**src/rtl/moore_seq_gen.sv**
```systemverilog
// ============================================================================
// Module   : moore_seq_gen
// Purpose  : Moore-style serial pattern generator. On a start request in IDLE
//            it shifts out a PAT_W-bit pattern MSB first, optionally follows it
//            with an odd-parity bit, idles for GAP cycles, then pulses done.
// Ports    : clk     - clock, all state changes on rising edge
//            rst     - asynchronous active-low reset
//            start   - frame request, honoured only in IDLE
//            pat_ld  - load pat_in into the pattern register (IDLE only)
//            pat_in  - new pattern value [PAT_W-1:0]
//            out     - registered serial data
//            busy    - registered, high while a frame is in progress
//            done    - registered, one-cycle end-of-frame pulse
// Config   : define MOORE_SEQ_GEN_PARITY_EN to add the PAR state, which sends
//            an odd-parity bit after the pattern.
// Revision : 1.0 - initial release
// ============================================================================
`default_nettype none

module moore_seq_gen #(
  parameter int                PAT_W   = 4,
  parameter logic [PAT_W-1:0]  PATTERN = 4'b1101,
  parameter int                GAP     = 2
) (
  input  logic             clk,
  input  logic             rst,
  input  logic             start,
  input  logic             pat_ld,
  input  logic [PAT_W-1:0] pat_in,
  output logic             out,
  output logic             busy,
  output logic             done
);

  typedef enum logic [2:0] {
    S_IDLE = 3'd0,
    S_SEND = 3'd1,
`ifdef MOORE_SEQ_GEN_PARITY_EN
    S_PAR  = 3'd2,
`endif
    S_GAP  = 3'd3,
    S_DONE = 3'd4
  } state_t;

  // Counters load "cycles remaining minus one" and exit on zero.
  localparam logic [3:0] c_bit_last = 4'(PAT_W - 1);
  localparam logic [3:0] c_gap_last = 4'(GAP - 1);

  state_t           r_state;
  logic [PAT_W-1:0] r_pat;
  logic [PAT_W-1:0] r_shift;
  logic [3:0]       r_bitcnt;
  logic [3:0]       r_gapcnt;
  logic             r_out;
  logic             r_busy;
  logic             r_done;

  state_t           w_state_nxt;
  logic [PAT_W-1:0] w_pat_nxt;
  logic [PAT_W-1:0] w_shift_nxt;
  logic [3:0]       w_bitcnt_nxt;
  logic [3:0]       w_gapcnt_nxt;
  logic             w_out_nxt;
  logic             w_busy_nxt;
  logic             w_done_nxt;
`ifdef MOORE_SEQ_GEN_PARITY_EN
  logic             w_par;

  // The pattern register is frozen during a frame, so it still holds the
  // transmitted value when the parity bit is produced.
  assign w_par = ~^r_pat;
`endif

  // --------------------------------------------------------------------------
  // State and output registers. Outputs are computed from the next state so
  // they are true flops and never see a combinational path from inputs.
  // --------------------------------------------------------------------------
  always_ff @(posedge clk or negedge rst) begin
    if (!rst) begin
      r_state  <= S_IDLE;
      r_pat    <= PATTERN;
      r_shift  <= '0;
      r_bitcnt <= '0;
      r_gapcnt <= '0;
      r_out    <= 1'b0;
      r_busy   <= 1'b0;
      r_done   <= 1'b0;
    end else begin
      r_state  <= w_state_nxt;
      r_pat    <= w_pat_nxt;
      r_shift  <= w_shift_nxt;
      r_bitcnt <= w_bitcnt_nxt;
      r_gapcnt <= w_gapcnt_nxt;
      r_out    <= w_out_nxt;
      r_busy   <= w_busy_nxt;
      r_done   <= w_done_nxt;
    end
  end

  // --------------------------------------------------------------------------
  // Next-state and next-output logic.
  // --------------------------------------------------------------------------
  always_comb begin
    w_state_nxt  = r_state;
    w_pat_nxt    = r_pat;
    w_shift_nxt  = r_shift;
    w_bitcnt_nxt = r_bitcnt;
    w_gapcnt_nxt = r_gapcnt;

    case (r_state)
      S_IDLE: begin
        if (pat_ld) begin
          w_pat_nxt = pat_in;
        end
        if (start) begin
          w_state_nxt  = S_SEND;
          // A load on the start edge takes effect for this very frame.
          w_shift_nxt  = pat_ld ? pat_in : r_pat;
          w_bitcnt_nxt = c_bit_last;
        end
      end

      S_SEND: begin
        if (r_bitcnt == 4'd0) begin
`ifdef MOORE_SEQ_GEN_PARITY_EN
          w_state_nxt = S_PAR;
`else
          if (GAP != 0) begin
            w_state_nxt  = S_GAP;
            w_gapcnt_nxt = c_gap_last;
          end else begin
            w_state_nxt = S_DONE;
          end
`endif
        end else begin
          w_shift_nxt  = r_shift << 1;
          w_bitcnt_nxt = r_bitcnt - 4'd1;
        end
      end

`ifdef MOORE_SEQ_GEN_PARITY_EN
      S_PAR: begin
        if (GAP != 0) begin
          w_state_nxt  = S_GAP;
          w_gapcnt_nxt = c_gap_last;
        end else begin
          w_state_nxt = S_DONE;
        end
      end
`endif

      S_GAP: begin
        if (r_gapcnt == 4'd0) begin
          w_state_nxt = S_DONE;
        end else begin
          w_gapcnt_nxt = r_gapcnt - 4'd1;
        end
      end

      S_DONE: begin
        w_state_nxt = S_IDLE;
      end

      default: begin
        w_state_nxt = S_IDLE;
      end
    endcase
  end

  always_comb begin
    w_out_nxt  = 1'b0;
    w_busy_nxt = 1'b0;
    w_done_nxt = 1'b0;
    case (w_state_nxt)
      S_SEND: begin
        w_busy_nxt = 1'b1;
        w_out_nxt  = w_shift_nxt[PAT_W-1];
      end
`ifdef MOORE_SEQ_GEN_PARITY_EN
      S_PAR: begin
        w_busy_nxt = 1'b1;
        w_out_nxt  = w_par;
      end
`endif
      S_GAP: begin
        w_busy_nxt = 1'b1;
      end
      S_DONE: begin
        w_done_nxt = 1'b1;
      end
      default: begin
        w_out_nxt = 1'b0;
      end
    endcase
  end

  assign out  = r_out;
  assign busy = r_busy;
  assign done = r_done;

endmodule

`default_nettype wire

```
**config.mk**
```make
export PLATFORM = sky130hd
export DESIGN_NAME = moore_seq_gen
export DESIGN_NICKNAME = d
export VERILOG_FILES = /design/src/rtl/moore_seq_gen.sv
export SDC_FILE = /design/constraint.sdc
export NUM_CORES = 1
export LEC_CHECK = 0
export ABC_AREA = 1
export BUFFER_PORTS_ARGS = -buffer_cell sky130_fd_sc_hd__buf_2
export CELL_PAD_IN_SITES_DETAIL_PLACEMENT = 1
export CELL_PAD_IN_SITES_GLOBAL_PLACEMENT = 1
export CORE_AREA = 2 2 54 56
export DETAILED_ROUTE_END_ITERATION = 16
export DIE_AREA = 0 0 56 58
export HOLD_SLACK_MARGIN = 0.08
export PLACE_DENSITY = 0.75
export SYNTH_ARGS = -nofsm -noshare
export SYNTH_HDL_FRONTEND = slang
export SYNTH_SLANG_ARGS = --single-unit
```
**constraint.sdc**
```tcl
create_clock -name clk -period 1.35 [get_ports clk]
set_input_delay 0.135 -clock clk [delete_from_list [all_inputs] [get_ports clk]]
set_output_delay 0.135 -clock clk [all_outputs]
set_load 0.05 [all_outputs]
```
==> metrics.txt <==
cell count after synthesis approximately 130; max-slew violations 0; Hold Fails Final Rpt 0; pre-CTS setup slack a little over 30 ps; DR vias about 900; layout cell share with drive strength beyond 1 between 20% and 30%; critical-path cell list inv_2 > ha_4 > nand2_2 > nor2_4 > nand2_2 > nand2_4 > nand2_2 > o21ai_1; io pins 11; crit path to r_bitcnt[3]; fin crit period 1270 ps; Longest Clk Path Bufs 2; post-synthesis register bit count 21; Reg-to-Reg Start r_bitcnt[1]; I/O Buffers 10; Crit path largest cell delay ~430 ps; post-synthesis sequential area ratio 49.5%; Post-DP Area approximately 1200 um^2; critical path type reg2reg; CTS buffer count 3; largest net degree at the start of global routing 22; DR iter-0 viols 6; Layout area overhead 17.7%; vias in the first global route between 900 and 1000; Pre-antenna DRT Iters 2; most frequent CP cell nand2_2; leading cell type in the layout, fill and taps excluded nand2_1; Die ar. ~3200 um^2; final non-filler cell area between 1000 and 1500 um^2; WL per Instance about 13 um; Initial Util 40.1%; Final GP Congestion between 0.7 and 0.8; Chip Height roughly 58 um; Critical Path RT approximately 1600 ps; Worst Clk Skew approximately 0.75 ps; DP HPWL ~1800 um; Overall Global Routing Usage between 15 and 20%; Chip Width between 50 and 60 um; crit share post-route ~94%; Slew HR between 60% and 70%; worst hold path type in2reg; RSZ-0062 raised after global routing no; clk_lat worst skew roughly 300 ps; R2R Path End r_bitcnt[3]; CP Depth 8; total grt overflow 0; final setup vio count 0; CP startpoint kind flip-flop; clock root cell clkbuf_4; Peak VDD IR about 0.0012 V; cell family with most CP delay simple AND/OR/NAND/NOR gates; Final WS setup approximately 77 ps; Via density ~5; YS warnings 0; Buf+Inv Stages, Crit Path 1; Slew @ Worst Pin ~500 ps; crit end category flip-flop; leakage around 0.65 nW; initial antenna violation count 0; PwrDens 2260 nW/um^2; Reg2Reg Depth 8; Final ANT Viol Nets 0; core area around 2700 um^2; nets 160; critical path peak fanout 7; Setup crit start r_bitcnt[1]; Post-Route WL about 2400 um; Slowest cell on crit path dfrtp_1; TritonCTS clock tree yes; setup TNS 0 ps; reg2reg setup slack 80 ps; syn_nets between 100 and 150; synthesized area roughly 1100 um^2; first-pass GRT wire length between 3000 and 4000 um; CTS sink count 21; CP arrival 1510 ps; CTS clock-pin slew for the worst setup and hold paths roughly 130 ps; Rows 19; syn avg cell area between 8 and 9 um^2; Distinct cells, synth 22; H-tree Lvls 1; total of max-cap violations 0; diode count 0; outcome completed; Tot Pwr about 2.8 mW; # DRC 0; most frequent cells in the layout 34 x nand2_1, 18 x dfrtp_1, 12 x inv_1; Max Clock Freq between 700 and 800 MHz
==> synthesized netlist by cell type <==
master,n,area (um^2)
nand3b_1,1,7.51
xor2_1,1,8.76
nor2_1,11,41.3
o21ai_1,5,25.0
dfrtp_1,18,450
nand2_4,3,33.8
nor2_4,2,22.5
nor2_2,2,12.5
or2_0,1,6.26
nand2_2,3,18.8
inv_1,15,56.3
ha_1,3,37.5
nand2_1,38,143
a21oi_1,3,15.0
o21ai_0,7,35.0
o21ai_2,1,8.76
dfstp_2,3,78.8
nand3_2,1,10.0
inv_2,1,3.75
nand3_1,7,35.0
nor3_1,2,10.0
xnor2_1,1,8.76
==> worst min-delay path by stage <==
| stage | startpoint | endpoint | slack, ps | depth (start not counted) |
|---|---|---|---|---|
| floorplan | rst | busy | -160 | 0 |
| global placement | rst | r_bitcnt[2] | 130 | 1 |
| detailed placement | rst | done | 130 | 1 |
| CTS | start | r_state[0] | 190 | 3 |
| global route | start | busy | 200 | 3 |
| finish | start | r_state[0] | 200 | 3 |
==> where the power goes <==
part	switching, mW	internal (mW)
logic	0.955	0.517
registers	0.167	0.884
clock network	0.203	0.110
==> layout make-up <==
type / instances / area [um^2]
repair buffers: 15 / 90.1
flip-flops and latches: 21 / 529
fillers: 347 / 1410
inverters: 16 / 60.1
clock buffers: 3 / 22.5
well taps: 31 / 38.8
multi-input cells: 92 / 512
clock inverters: 1 / 5.00
==> timing repair <==
| action | in CTS | in global routing |
|---|---|---|
| setup buffers | 0 | 3 |
| gates resized for setup | 0 | 12 |
| endpoints found under the hold margin | 18 | 0 |
| endpoints found under the setup margin | 0 | 10 |
| hold buffers | 1 | 0 |
==> kinds of logic after synthesis <==
family,Yosys count,synth area share (%)
buffers and inverters,16,5.62
xor gates and xnor gates,2,1.64
adders and majority gates,3,3.51
DFF,21,49.5
and+or+nand+nor,71,31.9
AOI/OAI and AO/OA,16,7.84
==> worst register-to-register path: cells and delay by family, from the launching register on <==
| kind | cells | cell delay (ps) |
|---|---|---|
| compound gates | 1 | 70 |
| fa+ha+maj | 1 | 140 |
| buf+inv | 1 | 90 |
| flops | 1 | 430 |
| simple gates | 5 | 490 |
==> through the flow <==
step	std cells	utilization (%)	hold WS, ps
6_report	179	47.2	204
5_1_grt	179	47.2	198
3_3_place_gp	171	43.8	127
4_1_cts	176	45.2	186
2_1_floorplan	129	-	-161
3_5_place_dp	171	43.8	129
==> sequential cells by signal, summed over array words and instances, names as in the netlist <==
name and count:
r_bitcnt 4, r_gapcnt 4, r_pat 4, r_shift 3, r_state 3, busy 1
done 1, out 1
==> routing by layer <==
| metal | part of all wire, % | GRT usage [%] | vias up | wire, um |
|---|---|---|---|---|
| met4 | 0.58 | 5.44 | 0 | 14 |
| li1 | - | - | 441 | - |
| met1 | 43 | 17.9 | 442 | 1050 |
| met5 | 0 | 0 | - | 0 |
| met2 | 53 | 28.4 | 13 | 1290 |
| met3 | 2.8 | 2.46 | 2 | 68 |
Power figures use the tool's default switching activity.
